`src/rtl/uart_pkg.sv`:
```
// Shared UART types and defaults.
package uart_pkg;
    typedef logic [7:0] uart_byte_t;

    localparam int UART_RX_FIFO_DEPTH_DEF = 16;
    localparam int CLKS_PER_BIT           = 87;
endpackage

```
`src/rtl/uart_rx_fifo_mem.sv`:
```
// Byte storage for the receive FIFO: one write port, one registered read port.
module uart_rx_fifo_mem #(
    parameter int DEPTH = 16,
    parameter int WIDTH = 8,
    localparam int AW   = $clog2(DEPTH)
) (
    input  logic             clk,
    input  logic             rst,
    input  logic             wr_en,
    input  logic [AW-1:0]    wr_addr,
    input  logic [WIDTH-1:0] wr_data,
    input  logic             rd_en,
    input  logic [AW-1:0]    rd_addr,
    output logic [WIDTH-1:0] rd_data
);
    logic [WIDTH-1:0] mem [DEPTH];

    // Storage array has no reset so it can map onto RAM.
    always_ff @(posedge clk) begin
        if (wr_en) mem[wr_addr] <= wr_data;
    end

    // Read register holds its value when no read is requested.
    always_ff @(posedge clk or posedge rst) begin
        if (rst)        rd_data <= '0;
        else if (rd_en) rd_data <= mem[rd_addr];
    end
endmodule

```
`src/rtl/uart_rx_fifo.sv`:
```
// Receive-side byte FIFO between the UART receiver and the register block.
// Writes are taken on the rising edge of i_Wr_Valid; reads are one-cycle pops.
// Optional sticky overflow flag: define UART_RX_FIFO_OVF_EN.
module uart_rx_fifo
    import uart_pkg::*;
#(
    parameter int DEPTH = UART_RX_FIFO_DEPTH_DEF,
    parameter int WIDTH = 8,
    localparam int AW   = $clog2(DEPTH),
    localparam int CW   = $clog2(DEPTH + 1)
) (
    input  logic             i_Clock,
    input  logic             rst,
    input  logic             i_Wr_Valid,
    input  logic [WIDTH-1:0] i_Wr_Data,
    output logic             wr_ready,
    output logic             full,
    output logic             empty,
    output logic [CW-1:0]    o_Count,
    input  logic             i_Rd_En,
    output logic [WIDTH-1:0] o_Rd_Data,
    output logic             o_Rd_Valid
`ifdef UART_RX_FIFO_OVF_EN
    ,
    output logic             o_Overflow,
    input  logic             i_Ovf_Clr
`endif
);
    logic [AW-1:0] wr_ptr, rd_ptr;
    logic [CW-1:0] count, count_next;
    logic          wr_prev;
    logic          armed;  // low until the first edge after reset
    logic          wr_evt, wr_acc, rd_acc;

    // Edge detect; suppressed on the first edge after reset so a level
    // still high at release only primes wr_prev.
    assign wr_evt = i_Wr_Valid & ~wr_prev & armed;
    assign full   = (count == CW'(DEPTH));
    assign empty  = (count == '0);
    assign wr_acc = wr_evt & ~full;
    assign rd_acc = i_Rd_En & ~empty;
    assign o_Count = count;

    // Next occupancy; simultaneous accept of both leaves it unchanged.
    always_comb begin
        count_next = count;
        if (wr_acc && !rd_acc)      count_next = count + 1'b1;
        else if (!wr_acc && rd_acc) count_next = count - 1'b1;
    end

    // Pointers, count, edge-detect history and receiver throttle.
    always_ff @(posedge i_Clock or posedge rst) begin
        if (rst) begin
            wr_ptr   <= '0;
            rd_ptr   <= '0;
            count    <= '0;
            wr_prev  <= 1'b0;
            armed    <= 1'b0;
            wr_ready <= 1'b0;
        end else begin
            armed    <= 1'b1;
            wr_prev  <= i_Wr_Valid;
            count    <= count_next;
            wr_ready <= (count_next != CW'(DEPTH));
            if (wr_acc) wr_ptr <= wr_ptr + 1'b1;
            if (rd_acc) rd_ptr <= rd_ptr + 1'b1;
        end
    end

    // Read valid pulse aligned with the registered read data.
    always_ff @(posedge i_Clock or posedge rst) begin
        if (rst) o_Rd_Valid <= 1'b0;
        else     o_Rd_Valid <= rd_acc;
    end

`ifdef UART_RX_FIFO_OVF_EN
    // Sticky flag for dropped writes; a set beats a same-cycle clear.
    always_ff @(posedge i_Clock or posedge rst) begin
        if (rst)                o_Overflow <= 1'b0;
        else if (wr_evt & full) o_Overflow <= 1'b1;
        else if (i_Ovf_Clr)     o_Overflow <= 1'b0;
    end
`endif

    uart_rx_fifo_mem #(
        .DEPTH (DEPTH),
        .WIDTH (WIDTH)
    ) u_mem (
        .clk     (i_Clock),
        .rst     (rst),
        .wr_en   (wr_acc),
        .wr_addr (wr_ptr),
        .wr_data (i_Wr_Data),
        .rd_en   (rd_acc),
        .rd_addr (rd_ptr),
        .rd_data (o_Rd_Data)
    );
endmodule

```
`config.mk`:
```
export PLATFORM = sky130hd
export DESIGN_NAME = uart_rx_fifo
export DESIGN_NICKNAME = d
export VERILOG_FILES = /design/src/rtl/uart_pkg.sv /design/src/rtl/uart_rx_fifo_mem.sv /design/src/rtl/uart_rx_fifo.sv
export SDC_FILE = /design/constraint.sdc
export NUM_CORES = 1
export LEC_CHECK = 0
export CAP_MARGIN = 20
export CORE_ASPECT_RATIO = 0.8
export CORE_MARGIN = 2
export CORE_UTILIZATION = 58
export DETAILED_ROUTE_END_ITERATION = 7
export GPL_TIMING_DRIVEN = 0
export PLACE_DENSITY = 0.77
export SLEW_MARGIN = 5
export SYNTH_ARGS = -nofsm -noshare
export SYNTH_HDL_FRONTEND = slang
export SYNTH_SLANG_ARGS = --single-unit
export TNS_END_PERCENT = 50
```
`constraint.sdc`:
```
create_clock -name i_Clock -period 3.4 [get_ports i_Clock]
set_input_delay 0.68 -clock i_Clock [delete_from_list [all_inputs] [get_ports i_Clock]]
set_output_delay 0.68 -clock i_Clock [all_outputs]
set_load 0.05 [all_outputs]
```
==> impl_results.md, run 1 <==
* Bufs on Longest Clock Path at 2
* DRC viols at 0
* First-pass GRT wire length at around 18,000 um
* Routed Antenna Nets at 0
* 1st-pass router iterations at 5
* Sink Count at between 150 and 200
* Crit path DAT at ~2600 ps
* Syn Nets at about 330
* Grt total ovfl at 0
* F_max at 308 MHz
* IO Port Bufs at 28
* Final min period at approximately 3200 ps
* # IOs at 29
* CTS tree: done
* Rows at 33
* DRT iter0 DRCs at 373
* Die X at ~120 um
* Max FO, Critical Path at 6
* Insertion delay to the later sink of the worst-skew pair at 410 ps
* Vias at 3,053
* FF+latch count, synth at roughly 150
* DIE AREA at ~11,000 sq um
* Slew Limit Headroom at about 36%
* Initial antenna violation count at 0
* Slew @ Worst Pin at 966 ps
* CORE AREA at about 10,000 sq um
* Largest net degree at the start of global routing at 26
* Sequential share of the synthesized area at between 70% and 80%
* Diodes inserted at 0
* Synth Flop Type: edfxtp_1
* Final setup vio count at 0
* DP Worst Slack at 147 ps
* Clock buffer count from CTS at 17
* Post-synth ARST share at 16.3%
* Unique masters post-synth at 38
* Layout cells sized above 1 at approximately 18%
* Most frequent cells in the layout: edfxtp_1 (128), mux4_2 (32), clkdlybuf4s50_1 (28)
* Final period utilization at 95.4%
* Clock slew at reported path FFs at 60 ps
* Post-synth EDFFs at between 100 and 150
* Starting density of the core at between 50% and 60%
* Total track usage at between 20% and 30%
* CTS hold repair buffers at 0
* RSZ-0062 raised after global routing: false
* Post-CTS setup buffers at 0
* Req. time, crit path at about 2700 ps
* Setup CP Type: reg2out
* WHS Path Cells at 1
* Via density at around 6
* Max-slew violation count at 0
* PostCTS Resize Cnt at 0
* H-tree levels at 4
* Vias in the first global route at approximately 3.0k
* Avg Cell Area, Syn at 19.6 sq um
* Maximum VDD drop at just over 0.4 mV
* Hold Vio Cnt, Final at 0
* Clock Skew at between 5 and 6 ps
* Startpoint Class: flip-flop
* Hold/Removal Path Class: reg2reg
* Most common cell after layout, fill and taps aside: edfxtp_1
* Crit. End Element: output pin
* Final worst slack at ~160 ps
* Syn. warnings at 0
* GP Congestion at around 0.82
* Setup TNS at 0 ps
* Clock Tree Root: clkbuf_16
* LEAKAGE at between 2 and 2.5 nW
* Synth Cell Area at approximately 6000 sq um
* Die height at around 96 um
* FF-to-FF path depth at 8
* Cells after synthesis at 310
* Final wirelength at about 12,000 um
* Pwr/cell area at 865 nW/um^2
* Area delta synth->final at 17.9%
* HPWL Detailed at roughly 7500 um
* Outcome: complete, no violations
* NumNets Final at between 300 and 400
* Max cap viols at 0
* Routed len/inst at between 20 and 25 um
-- cell families (layout without fill, tap and decap cells) --
| group | Yosys count | in the layout | share of synthesized area, % |
|---|---|---|---|
| DFF | 153 | 153 | 73.4 |
| muxes | 49 | 49 | 14.6 |
| and+or+nand+nor | 44 | 44 | 4.58 |
| AOI/OAI and AO/OA | 24 | 24 | 2.69 |
| buffers and inverters | 22 | 82 | 1.46 |
| xor gates and xnor gates | 9 | 9 | 1.52 |
| adders and majority gates | 8 | 8 | 1.60 |
| other | 1 | 1 | 0.0616 |
-- stage by stage --
step / hold WS (ps) / total power [W] / std cells / utilization, % / cell area, sq um
after floorplan: 459 / 0.00369 / 310 / - / 6090
after global placement: 462 / 0.00419 / 478 / 63.9 / 6540
after detailed placement: 465 / 0.00424 / 478 / 63.9 / 6540
after CTS: 478 / 0.00624 / 510 / 70.1 / 7170
after global routing: 500 / 0.00645 / 510 / 70.1 / 7170
final: 474 / 0.00620 / 510 / 70.1 / 7170
-- cells in the mapped netlist, types with 2 or more instances --
master     count  area share [%]
dfrtp_1       25              10
xnor2_1        7             1.0
inv_1          8            0.49
nand4_1        2            0.21
o21ai_0        2            0.16
and4_1         4            0.58
nor2_1         2            0.12
and2_1        12             1.2
a2111oi_0      2            0.29
o22ai_1        9            0.93
buf_2          3            0.25
a21o_1         8            0.99
ha_1           7             1.4
nand2_1       11            0.68
mux2i_1       17             2.8
mux4_2        32              12
nor3_1         2            0.16
clkbuf_1      10            0.62
edfxtp_1     128              63
-- registers in the layout (all words and copies together) (netlist names) --
register	count
armed	1
o_Rd_Valid	1
rd_ptr	4
u_mem.mem	128
wr_ptr	4
wr_prev	1
o_Count	5
wr_ready	1
u_mem.rd_data	8
-- critical path: stages (launching register included) --
cell	delay [ps]
dfrtp_1	450
inv_1	110
ha_1	220
or4b_4	520
inv_1	70
clkdlybuf4s50_1	790
-- final cells by class --
type	count	area, sq um
Tap cell	140	175
Fill cell	666	3070
Clock buffer	19	433
Multi-Input combinational cell	135	1530
Sequential cell	153	4470
Inverter	9	36.3
Buffer	13	52.6
Clock inverter	13	200
Timing Repair Buffer	28	280
-- final timing paths --
check                                 start          endpoint  slack (ps)
max                              o_Count[1]             empty         160
min                        u_mem.rd_data[3]  u_mem.rd_data[3]         470
max reg2reg                      o_Count[1]   u_mem.mem[5][2]         430
min reg2reg                u_mem.rd_data[3]  u_mem.rd_data[3]         470
max in group asynchronous               rst         wr_ptr[2]        2010
min in group asynchronous               rst         rd_ptr[0]         800
-- layer usage --
| metal | vias up | GRT usage (%) | share of wire (%) |
|---|---|---|---|
| li1 | 1342 | - | - |
| met1 | 1570 | 32.5 | 41 |
| met2 | 137 | 35.6 | 49 |
| met3 | 4 | 6.34 | 9.3 |
| met4 | 0 | 5.75 | 0.59 |
| met5 | - | 0 | 0 |
-- report_power, final --
group          total [W]  internal, W  switching (W)
sequential       0.00235      0.00220       0.000142
clock            0.00199      0.00130       0.000695
combinational    0.00186     0.000803        0.00106
total            0.00620      0.00431        0.00190
Power figures use the tool's default switching activity.
==> inputs of run 2 (changes only) <==
Settings changed: SKIP_LAST_GASP set to 1.
==> results of run 2 <==
The final DEF is identical to that of run 1; final timing and power are the same.
